### config.mk
export PLATFORM = sky130hd
export DESIGN_NAME = ram_scan_ctrl
export DESIGN_NICKNAME = d
export VERILOG_FILES = /design/src/rtl/ram_scan_ctrl.sv
export SDC_FILE = /design/constraint.sdc
export NUM_CORES = 1
export LEC_CHECK = 0
export ABC_AREA = 1
export CORE_MARGIN = 2
export CORE_UTILIZATION = 50
export CTS_CLUSTER_DIAMETER = 60
export DETAILED_ROUTE_END_ITERATION = 10
export PLACE_DENSITY = 0.85
export SETUP_SLACK_MARGIN = 0.15
export SYNTH_ARGS = -nofsm -noshare
export SYNTH_HDL_FRONTEND = slang
export SYNTH_SLANG_ARGS = --single-unit
export TNS_END_PERCENT = 5
### constraint.sdc
create_clock -name clk -period 1.9 [get_ports clk]
set_input_delay 0.285 -clock clk [delete_from_list [all_inputs] [get_ports clk]]
set_output_delay 0.285 -clock clk [all_outputs]
set_load 0.1 [all_outputs]
### src/rtl/ram_scan_ctrl.sv
// ram_scan_ctrl
//   Initiator-side controller for the 16x8 dual-address lab RAM.  On start it
//   sweeps every read address in order and hands back each word with its
//   address tag.  Writes from the switch/key front-end are interleaved and win
//   over reads: a cycle with ram_we=1 issues no read.
//
// Ports
//   clk, clrn               system clock, async active-low reset
//   start                   begin a sweep (sampled in IDLE only)
//   wr_req/wr_addr/wr_data  write request, held until wr_ack
//   wr_ack                  one-cycle pulse, write issued
//   ram_we/ram_inaddr/ram_din   registered RAM write port
//   ram_outaddr/ram_dout    registered RAM read address, RAM read data
//   rd_valid/rd_addr/rd_data    returned word with its address tag
//   busy                    sweep in progress (SCAN or DRAIN)
//   done                    one-cycle pulse at sweep completion
//
// FSM states
//   state    | meaning
//   ---------+-----------------------------------------------------------
//   ST_IDLE  | ram_outaddr parked at 0, waiting for start
//   ST_SCAN  | issuing one read per cycle whenever no write owns the RAM
//   ST_DRAIN | all reads issued, waiting for the tag pipe to empty
module ram_scan_ctrl #(
  parameter int ADDR_W    = 4,
  parameter int DATA_W    = 8,
  parameter int WDATA_W   = 2,
  parameter int LAST_ADDR = 15
) (
  input  logic               clk,
  input  logic               clrn,
  input  logic               start,
  input  logic               wr_req,
  input  logic [ADDR_W-1:0]  wr_addr,
  input  logic [WDATA_W-1:0] wr_data,
  output logic               wr_ack,
  output logic               ram_we,
  output logic [ADDR_W-1:0]  ram_inaddr,
  output logic [WDATA_W-1:0] ram_din,
  output logic [ADDR_W-1:0]  ram_outaddr,
  input  logic [DATA_W-1:0]  ram_dout,
  output logic               rd_valid,
  output logic [ADDR_W-1:0]  rd_addr,
  output logic [DATA_W-1:0]  rd_data,
  output logic               busy,
  output logic               done
);

  typedef enum logic [1:0] {ST_IDLE, ST_SCAN, ST_DRAIN} state_t;

  localparam logic [ADDR_W-1:0] LAST = ADDR_W'(LAST_ADDR);
  // Capture counter must reach LAST_ADDR+1, hence one extra bit.
  localparam int                CNT_W   = ADDR_W + 1;
  localparam logic [CNT_W-1:0]  N_WORDS = CNT_W'(LAST_ADDR + 1);

  state_t              state_q, state_d;
  logic                wr_ack_q, wr_ack_d;
  logic                ram_we_q, ram_we_d;
  logic [ADDR_W-1:0]   ram_inaddr_q, ram_inaddr_d;
  logic [WDATA_W-1:0]  ram_din_q, ram_din_d;
  logic [ADDR_W-1:0]   ram_outaddr_q, ram_outaddr_d;
  logic                s1_vld_q, s1_vld_d;
  logic [ADDR_W-1:0]   s1_addr_q, s1_addr_d;
  logic                s2_vld_q, s2_vld_d;
  logic [ADDR_W-1:0]   s2_addr_q, s2_addr_d;
  logic                rd_valid_q, rd_valid_d;
  logic [ADDR_W-1:0]   rd_addr_q, rd_addr_d;
  logic [DATA_W-1:0]   rd_data_q, rd_data_d;
  logic [CNT_W-1:0]    cap_cnt_q, cap_cnt_d;
  logic                done_q, done_d;
  logic                issue;

  always_comb begin
    state_d       = state_q;
    wr_ack_d      = 1'b0;
    ram_we_d      = 1'b0;
    ram_inaddr_d  = ram_inaddr_q;
    ram_din_d     = ram_din_q;
    ram_outaddr_d = ram_outaddr_q;
    rd_valid_d    = 1'b0;
    rd_addr_d     = rd_addr_q;
    rd_data_d     = rd_data_q;
    cap_cnt_d     = cap_cnt_q;
    done_d        = 1'b0;
    issue         = 1'b0;

    // wr_ack_q gating makes a held request alternate: one write per two cycles.
    if (wr_req && !wr_ack_q) begin
      ram_we_d     = 1'b1;
      wr_ack_d     = 1'b1;
      ram_inaddr_d = wr_addr;
      ram_din_d    = wr_data;
    end

    case (state_q)
      ST_IDLE: begin
        ram_outaddr_d = '0;
        cap_cnt_d     = '0;
        if (start) state_d = ST_SCAN;
      end
      ST_SCAN: begin
        // The RAM ignores the read address while a write is in progress.
        if (!ram_we_q) begin
          issue = 1'b1;
          if (ram_outaddr_q == LAST) begin
            ram_outaddr_d = '0;
            state_d       = ST_DRAIN;
          end else begin
            ram_outaddr_d = ram_outaddr_q + 1'b1;
          end
        end
      end
      ST_DRAIN: begin
        if (!s1_vld_q && !s2_vld_q && (cap_cnt_q == N_WORDS)) begin
          done_d  = 1'b1;
          state_d = ST_IDLE;
        end
      end
      default: state_d = ST_IDLE;
    endcase

    // Two tag stages cover the RAM's address latch plus its output register.
    s1_vld_d  = issue;
    s1_addr_d = ram_outaddr_q;
    s2_vld_d  = s1_vld_q;
    s2_addr_d = s1_addr_q;

    if (s2_vld_q) begin
      rd_valid_d = 1'b1;
      rd_addr_d  = s2_addr_q;
      rd_data_d  = ram_dout;
      cap_cnt_d  = cap_cnt_q + 1'b1;
    end
  end

  always_ff @(posedge clk or negedge clrn) begin
    if (!clrn) begin
      state_q       <= ST_IDLE;
      wr_ack_q      <= 1'b0;
      ram_we_q      <= 1'b0;
      ram_inaddr_q  <= '0;
      ram_din_q     <= '0;
      ram_outaddr_q <= '0;
      s1_vld_q      <= 1'b0;
      s1_addr_q     <= '0;
      s2_vld_q      <= 1'b0;
      s2_addr_q     <= '0;
      rd_valid_q    <= 1'b0;
      rd_addr_q     <= '0;
      rd_data_q     <= '0;
      cap_cnt_q     <= '0;
      done_q        <= 1'b0;
    end else begin
      state_q       <= state_d;
      wr_ack_q      <= wr_ack_d;
      ram_we_q      <= ram_we_d;
      ram_inaddr_q  <= ram_inaddr_d;
      ram_din_q     <= ram_din_d;
      ram_outaddr_q <= ram_outaddr_d;
      s1_vld_q      <= s1_vld_d;
      s1_addr_q     <= s1_addr_d;
      s2_vld_q      <= s2_vld_d;
      s2_addr_q     <= s2_addr_d;
      rd_valid_q    <= rd_valid_d;
      rd_addr_q     <= rd_addr_d;
      rd_data_q     <= rd_data_d;
      cap_cnt_q     <= cap_cnt_d;
      done_q        <= done_d;
    end
  end

  assign wr_ack      = wr_ack_q;
  assign ram_we      = ram_we_q;
  assign ram_inaddr  = ram_inaddr_q;
  assign ram_din     = ram_din_q;
  assign ram_outaddr = ram_outaddr_q;
  assign rd_valid    = rd_valid_q;
  assign rd_addr     = rd_addr_q;
  assign rd_data     = rd_data_q;
  assign done        = done_q;
  assign busy        = (state_q != ST_IDLE);

endmodule

# After elaboration in Yosys (flattened, before gate mapping)
# Index checks and enable logic that the tools add are counted.
dict set report op_classes {
  addsub 2
  eq_ne 8
  muxes 16
  reduce_logical 12
}
# operator count
set op_table {}
lappend op_table {{2-to-1 mux 5 bit} 2}
lappend op_table {{2-to-1 mux 2 bit} 4}
lappend op_table {{2-to-1 mux 4 bit} 2}
lappend op_table {{!= test 2 bit (second input constant)} 4}
lappend op_table {{one-hot mux 4 bit (2 select lines)} 1}
lappend op_table {{2-to-1 mux 1 bit} 6}
lappend op_table {{one-hot mux 2 bit (3 select lines)} 1}
lappend op_table {{nonzero test 2 bit} 3}
lappend op_table {{adder 5 x 1 -> 5 bit (second input constant)} 1}
lappend op_table {{equality test 5 bit (second input constant)} 1}
lappend op_table {{adder 4 x 1 -> 4 bit (second input constant)} 1}
lappend op_table {{equality test 4 bit (second input constant)} 1}
lappend op_table {{AND reduction 4 bit} 1}
lappend op_table {{logical AND 1 bit} 3}
lappend op_table {{zero test 1 bit} 3}
lappend op_table {{equality test 2 x 1 -> 1 bit (second input constant)} 1}
lappend op_table {{equality test 2 bit (second input constant)} 1}
lappend op_table {{zero test 2 bit} 1}
lappend op_table {{AND reduction 2 bit} 1}
dict set report word_totals {
  ff_bits 42
  inputBits 18
  output_inout_bits 27
  wordCells 52
}

# Logic depth before layout (Yosys ltp)
dict set report logic_depth {
  word_depth 5
  ltp_mapped 6
  mapped_depth_nobuf 6
}

# Worst setup path after synthesis
# No wires, ideal clock.
dict set report synth_path {
  kind {register -> register}
  from {register ram_outaddr_q[0] (netlist: ram_outaddr[0])}
  to {register state_q[0]}
  setup_ps 117
  arrival_ps 1670
  t_required_ps 1783
  slack_ps 113
  stages_incl_launch_ff 7
  n_path_buf 0
  synth_period_minus_slack_ps 1787
  path_cell_list {dfrtp_1 -> ha_1 -> nand3_1 -> nand2_1 -> nand3_1 -> nand2_1 -> nand2_1}
}
dict set report synth_between {
  elab_chain_cells 3
}
# item line
set synth_rtl {}
lappend synth_rtl {{start, declared} 61} ;# logic [ADDR_W-1:0] ram_outaddr_q, ram_outaddr_d;
lappend synth_rtl {{start signal, assigned} 159} ;# ram_outaddr_q <= ram_outaddr_d;
lappend synth_rtl {{equality test 4 bit} 105} ;# if (ram_outaddr_q == LAST) begin
lappend synth_rtl {{!= test 2 bit (no line)} -}
lappend synth_rtl {{AND reduction 4 bit (no line)} -}
lappend synth_rtl {{end signal, assigned} 154} ;# state_q <= state_d;
lappend synth_rtl {{end, declared} 56} ;# state_t state_q, state_d;
# No other way between the ends.
# A chain may end at the register's enable or synchronous reset.

# Final worst setup path
dict set report layout_path {
  from {register state_q[0]}
  to {output port busy}
}
dict set report layout_between {
  elab_chain_cells 1
}
# item line
set layout_rtl {}
lappend layout_rtl {{nonzero test 2 bit} 181} ;# assign busy = (state_q != ST_IDLE);
lappend layout_rtl {{end, declared} 45} ;# output logic busy,
# No other way between the ends.

==> results by group <==
Logic synthesis
  – FF+latch count, synth: 42
  – Top cell type's share of synthesized area: 0.648
  – Post-synth top area cell: dfrtp_1
  – EDFF count, synth: 0
  – Post-synth design cell area: 1620 sq um
  – Sequential-to-total area share from yosys stat: 0.648
  – Top post-synthesis cells by count: nand2_1, dfrtp_1, inv_1, nand3_1, nor2_1
  – Count leader, synth: nand2_1
  – Synth Net Count: 189
  – Synth Warn #: 0
  – Top FF cell, synth: dfrtp_1
  – Synth cell types: 20
  – Synth area leaders: dfrtp_1, nand2_1, inv_1
  – Syn Area/Cell: 9.65 sq um
  – Mapped Cells: 168
  – Ys async rst share: 1.00

Timing
  – RSZ-0062 raised after global routing: no
  – Worst hold slack: 0.367 ns
  – Max_slew headroom: 0.552
  – Final setup viols: 0
  – Max-slew violations: 0
  – Setup TNS: 0 ns
  – Max Freq: 0.610 GHz
  – Final Skew: 0.00571 ns
  – Fin crit share: 0.863
  – Min cycle time layout: 1.64 ns
  – Hold Fails Final Rpt: 0
  – Setup WS post-layout: 0.261 ns
  – Slew @ Worst Pin: 0.671 ns

Worst setup path
  – Crit Path Class: flip-flop to output port
  – Worst Path Arrival: 1.35 ns
  – Worst setup EP type: output port
  – Startpoint types: flip-flop
  – Worst EP required: 1.62 ns
  – CP Max Fanout: 6

Placed design
  – Placed inst area: 2090 sq um
  – Hpwl dp: 2370 um
  – I/O Buffers: 44
  – Dpl ws: 0.615 ns
  – Dpl cells: 254
  – Routability-driven placement congestion ratio: 0.755

CTS
  – Worst-path clk slew: 0.12 ns
  – H-tree Lvls: 2
  – Post_cts resized: 0
  – Clock Latency Late Sink: 0.36 ns
  – Clock buffer depth: 2
  – CTS root buf: clkbuf_4
  – CTS Sinks: 42
  – TritonCTS clock tree: yes
  – Setup Fix Bufs, Post-CTS: 0
  – TritonCTS Buffers: 5

GRT
  – Gr ovfl total: 0
  – Global-route wire length before repair: 5420 um
  – Vias in the first global route: 1279
  – Gr usage total: 0.209
  – Pin count of the biggest net entering global routing: 33
  – Antenna violations before repair: 0

Run status
  – Status: complete, no violations

Floorplanning
  – Die area: 3710 sq um
  – Horiz. Die Dim: 61.0 um
  – Die Y: 61.0 um
  – Rows: 20
  – Total core area: 3080 sq um
  – Starting Density: 0.527
  – Ports: 45

Drt
  – Post-DRT Antenna Nets: 0
  – DRC: 0
  – Vias per inst: 4.90
  – First-pass DRT Iterations: 4
  – Total Wirelength: 3220 um
  – Average wire per standard cell: 12.2 um
  – Initial DRC Count: 66
  – Vias: 1290

Job
  – Max_cap viols: 0

Finish
  – Non-Filler Instances: 263
  – Final instance area: 2160 sq um
  – Diode count: 0
  – Nets: 239
  – Layout cells sized above 1: 0.215
  – Area delta synth->final: 33.5%

Power
  – VDD IR max: 0.570 mV
  – Power Density: 768 nW/um^2
  – P_leak: 1.11 nW

Worst hold path
  – Hold Crit Class: flip-flop to flip-flop
-- worst max-delay path, cell delays in order, from the launching register on --
cell     delay, ns
dfrtp_1       0.45
nor2_1        0.23
inv_1         0.13
buf_12        0.18
-- area by class of cell --
class | instances | area [sq um]
Sequential cell | 42 | 1050
Fill cell | 237 | 913
Multi-Input combinational cell | 110 | 504
Timing Repair Buffer | 47 | 443
Tap cell | 44 | 55.1
Clock buffer | 6 | 51.3
Inverter | 12 | 45.0
Clock inverter | 2 | 12.5
-- state kept, by name, summed over array words and instances, names as in the netlist, 4 cells and up --
| register | cells |
|---|---|
| rd_addr | 4 |
| s1_addr_q | 4 |
| ram_inaddr | 4 |
| ram_outaddr | 4 |
| cap_cnt_q | 5 |
| rd_data | 8 |
| s2_addr_q | 4 |
-- cell usage in the layout, fill, tap and decap left out --
cell type	Yosys	routed
o21ai_0	4	4
dfrtp_2	0	2
nor2_2	1	1
nand3_1	7	7
a21oi_1	1	1
buf_4	1	25
nand4_1	5	5
clkinv_2	0	1
clkbuf_4	0	5
nand2_1	75	75
inv_1	11	11
nor2_4	1	1
inv_2	1	1
clkbuf_8	0	1
dfrtp_1	42	40
nand2_2	1	1
buf_2	2	1
buf_12	0	4
dlygate4sd3_1	0	1
clkinvlp_4	0	1
ha_1	3	3
o21ai_2	2	2
o21ai_1	2	2
clkdlybuf4s50_1	0	16
nor2_1	6	6
xnor2_1	1	1
nand2_4	1	1
-- logic make-up (layout without fill, tap and decap cells) --
| kind of cell | Yosys count | after routing | synth area share |
|---|---|---|---|
| adder cells (fa/ha/maj) | 3 | 3 | 0.0232 |
| buffers and inverters | 16 | 67 | 0.0409 |
| AND/OR/NAND/NOR | 97 | 97 | 0.250 |
| XOR/XNOR | 1 | 1 | 0.00540 |
| AO/OA/AOI/OAI | 9 | 9 | 0.0324 |
| flip-flops | 42 | 42 | 0.648 |
-- power breakdown --
part,switching [W],internal [W]
Combinational,0.000194,0.0000728
Clock,0.000291,0.000178
Sequential,0.0000156,0.000912
-- per-stage QoR --
step,power [W],util
floorplan,0.00111,-
global placement,0.00121,0.679
detailed placement,0.00121,0.679
CTS,0.00168,0.703
global route,0.00172,0.703
finish,0.00166,0.703
-- final timing paths --
path	slack (ns)	cells after the start	endpoint	start
max in group asynchronous	0.81	3	state_q[1]	clrn
worst max register to register	0.67	5	ram_din[0]	ram_we
min in group asynchronous	0.47	2	s1_addr_q[3]	clrn
worst min register to register	0.37	0	s2_addr_q[3]	s1_addr_q[3]
worst max-delay path	0.26	3	busy	state_q[0]
worst min-delay path	0.37	0	s2_addr_q[3]	s1_addr_q[3]
-- repair_timing --
| action | CTS | global route |
|---|---|---|
| hold endpoints to repair | 31 | 0 |
| setup endpoints to repair | 0 | 0 |
| hold buffers | 1 | 0 |
-- per-layer routing --
| layer | global-route usage | part of all wire |
|---|---|---|
| met1 | 0.221 | 0.41 |
| met2 | 0.367 | 0.50 |
| met3 | 0.0682 | 0.065 |
| met4 | 0.112 | 0.025 |
| met5 | 0 | 0 |
Power figures use the tool's default switching activity.
==> RTL change: new RTL, same settings <==
Take the reset off `ram_inaddr_q`, `ram_outaddr_q`, `s1_addr_q`, `s2_addr_q`, `rd_addr_q` and `rd_data_q` and load them in a clocked block of their own.
--- a/src/rtl/ram_scan_ctrl.sv
+++ b/src/rtl/ram_scan_ctrl.sv
@@ -139,14 +139,8 @@
       wr_ack_q      <= 1'b0;
       ram_we_q      <= 1'b0;
-      ram_inaddr_q  <= '0;
       ram_din_q     <= '0;
-      ram_outaddr_q <= '0;
       s1_vld_q      <= 1'b0;
-      s1_addr_q     <= '0;
       s2_vld_q      <= 1'b0;
-      s2_addr_q     <= '0;
       rd_valid_q    <= 1'b0;
-      rd_addr_q     <= '0;
-      rd_data_q     <= '0;
       cap_cnt_q     <= '0;
       done_q        <= 1'b0;
@@ -155,17 +149,20 @@
       wr_ack_q      <= wr_ack_d;
       ram_we_q      <= ram_we_d;
-      ram_inaddr_q  <= ram_inaddr_d;
       ram_din_q     <= ram_din_d;
-      ram_outaddr_q <= ram_outaddr_d;
       s1_vld_q      <= s1_vld_d;
-      s1_addr_q     <= s1_addr_d;
       s2_vld_q      <= s2_vld_d;
-      s2_addr_q     <= s2_addr_d;
       rd_valid_q    <= rd_valid_d;
-      rd_addr_q     <= rd_addr_d;
-      rd_data_q     <= rd_data_d;
       cap_cnt_q     <= cap_cnt_d;
       done_q        <= done_d;
     end
+  end
+
+  always_ff @(posedge clk) begin
+    ram_inaddr_q  <= ram_inaddr_d;
+    ram_outaddr_q <= ram_outaddr_d;
+    s1_addr_q     <= s1_addr_d;
+    s2_addr_q     <= s2_addr_d;
+    rd_addr_q     <= rd_addr_d;
+    rd_data_q     <= rd_data_d;
   end
 
Behaviour: not the same (a bounded check fails within 4 cycles, from zero or initial values; the reset may be asserted at any time).
==> RTL change against the unedited design <==
Via count decreased by 28%. Setup slack better by 0.056 ns. Power rose by 6.9%. Sequential power is 4.4% higher. Critical path depth did not move. Die area decreased by 10%. Sequential cell count did not move. Routed wire length down 26%. Final cell count shrank 28%. Utilization increased by 1.0 points. Clock skew up 0.0027 ns. Design area fell by 9.1%. Synthesized area shrank 11%. Worst hold slack worse by 0.073 ns.
==> RTL change: results (changes against the unedited design) <==
- Routability cong.: 0.715 (-5.3%)
- Slowest stage delay, CP: 0.46 ns
- Grt met3 use: 0.0759 (+0.00766)
- Int Power: 0.00137 W (+18%)
- CTS Buf Count: 5 (unchanged)
- Pleak: 0.861 nW (-22%)
- Synth warnings: 0 (unchanged)
- Antenna cells: 0 (unchanged)
- Routed via count: 927 (-28%)
- Max reg flops: 8 (unchanged)
- Reg clk slew, reported paths: 0.12 ns (about the same)
- Max_slew headroom: 0.539 (-0.0131)
- Clock buffer depth: 2 (unchanged)
- Post-placement setup slack: 0.565 ns (-0.0499 ns)
- Most common cell after layout, fill and taps aside: buf_4
- Layout net count: 179 (-25%)
- H-tree levels: 2 (unchanged)
- Crit path DAT: 1.30 ns (-0.05 ns)
- # fillers: 199 (-16%)
- Seq/Total Area, Yosys: 0.767 (+0.119)
- GR Layer Usage met1: 0.187 (-0.0339)
- Cts repair resizes: 0 (unchanged)
- Post-CTS Setup Bufs: 0 (unchanged)
- DR pass1 iterations: 4 (unchanged)
- Vias in the first global route: 899 (-30%)
- Hold Crit Class: input pin to async pin
- Crit-path leading delay family: flip-flops
- Largest net degree at the start of global routing: 20 (-39%)
- CP max FO: 4 (-2)
- Global routing usage on met2: 0.269 (-0.0976)
- Most common library cells after synthesis: 20 x edfxtp_1, 18 x nand2_1, 14 x dfrtp_1, 9 x inv_1, 9 x nor2_1
- Synth Net Count: 129 (-32%)
- Ranking of synthesized cells by area: edfxtp_1 41%, dfrtp_1 24%, dfxtp_1 11%
- Initial DRC Count: 11 (-83%)
- First-pass GRT wire length: 4000 µm (-26%)
- Count of cell types in the netlist: 20 (unchanged)
- Clock Skew: 0.00837 ns (+0.00267 ns)
- Final wirelength: 2370 µm (-26%)
- Share of flip-flops with an asynchronous set or reset: 0.333 (-0.667)
- Status: complete, no violations
- Number of synthesized flops with an enable pin: 20 (+20)
- Total track usage: 0.165 (-0.0439)
- Layout cell share with drive strength beyond 1: 0.264 (+0.0495)
- Clk root buf: clkbuf_4
- DP HPWL: 1780 µm (-25%)
- Worst skew pair latency: 0.35 ns
- Ys flop type: edfxtp_1
- Port Buffer Count: 44 (unchanged)
- Max IR drop VDD: 0.886 mV (+56%)
- Antenna violations before repair: 0 (unchanged)
- Slowest library cell on the worst path: dfrtp_1
## RTL change: cell count changes in the layout (fill, tap and decap cells not counted), moves of 3 or more
| cell | delta |
|---|---|
| buf_12 | -3 |
| dfrtp_1 | -26 |
| dfxtp_1 | +8 |
| edfxtp_1 | +20 |
| nand2_1 | -57 |
| nor2_1 | +3 |
| o21ai_0 | -3 |
## RTL change: cell families after synthesis
family | synth area share
flops | 0.767
simple gates | 0.135
buf+inv | 0.0363
compound gates | 0.0242
fa+ha+maj | 0.0259
xor+xnor | 0.0121
## RTL change: power by group through the flow
stage,Clock [W],Combinational [W],Sequential [W]
2_1_floorplan,0,0.0000226,0.00107
3_3_place_gp,0,0.000169,0.000986
3_5_place_dp,0,0.000171,0.000987
4_1_cts,0.000658,0.000171,0.000968
5_1_grt,0.000708,0.000177,0.000970
6_report,0.000639,0.000170,0.000968
## RTL change: path summary, 6_finish.rpt
kind	cells after the start	startpoint	slack (ns)	endpoint
worst max-delay path	3	state_q[1]	0.32	busy
worst min-delay path	1	clrn	0.29	s2_vld_q
worst max register to register	4	s2_vld_q	0.53	cap_cnt_q[2]
worst min register to register	0	s1_addr_q[3]	0.34	s2_addr_q[3]
max in group asynchronous	1	clrn	1.22	cap_cnt_q[3]
min in group clk	0	s1_addr_q[3]	0.34	s2_addr_q[3]
## RTL change: per-layer routing
metal	wire, µm	vias to the layer above	part of all wire
met2	1130	48	0.48
met5	0	-	0
met4	46	0	0.019
li1	-	460	-
met3	272	6	0.11
met1	923	413	0.39
## RTL change: cell type report
type                       instances  area (µm²)  share of cell area
tap                               31        38.8              0.0197
timing repair buffer              44         385               0.196
inverter                          12        45.0              0.0229
multi-input combinational         53         285               0.145
sequential                        42        1110               0.565
clock buffer                       6        62.6              0.0318
clock inverter                     2        38.8              0.0197
## RTL change: per-stage QoR
step	area, µm²	util	instances	power [W]	hold WS [ns]
after floorplan	1450	-	108	0.00109	-0.0106
after global placement	1870	0.676	182	0.00115	0.310
after detailed placement	1870	0.676	182	0.00116	0.315
after CTS	1970	0.713	190	0.00180	0.302
after global routing	1970	0.713	190	0.00185	0.313
final	1970	0.713	190	0.00178	0.294
## RTL change: worst register-to-register path, cell delays in order, from the launching register on
cell and delay (ns):
dfrtp_1 0.81, inv_1 0.20, a21oi_1 0.15, o21ai_0 0.10
nand2_1 0.07
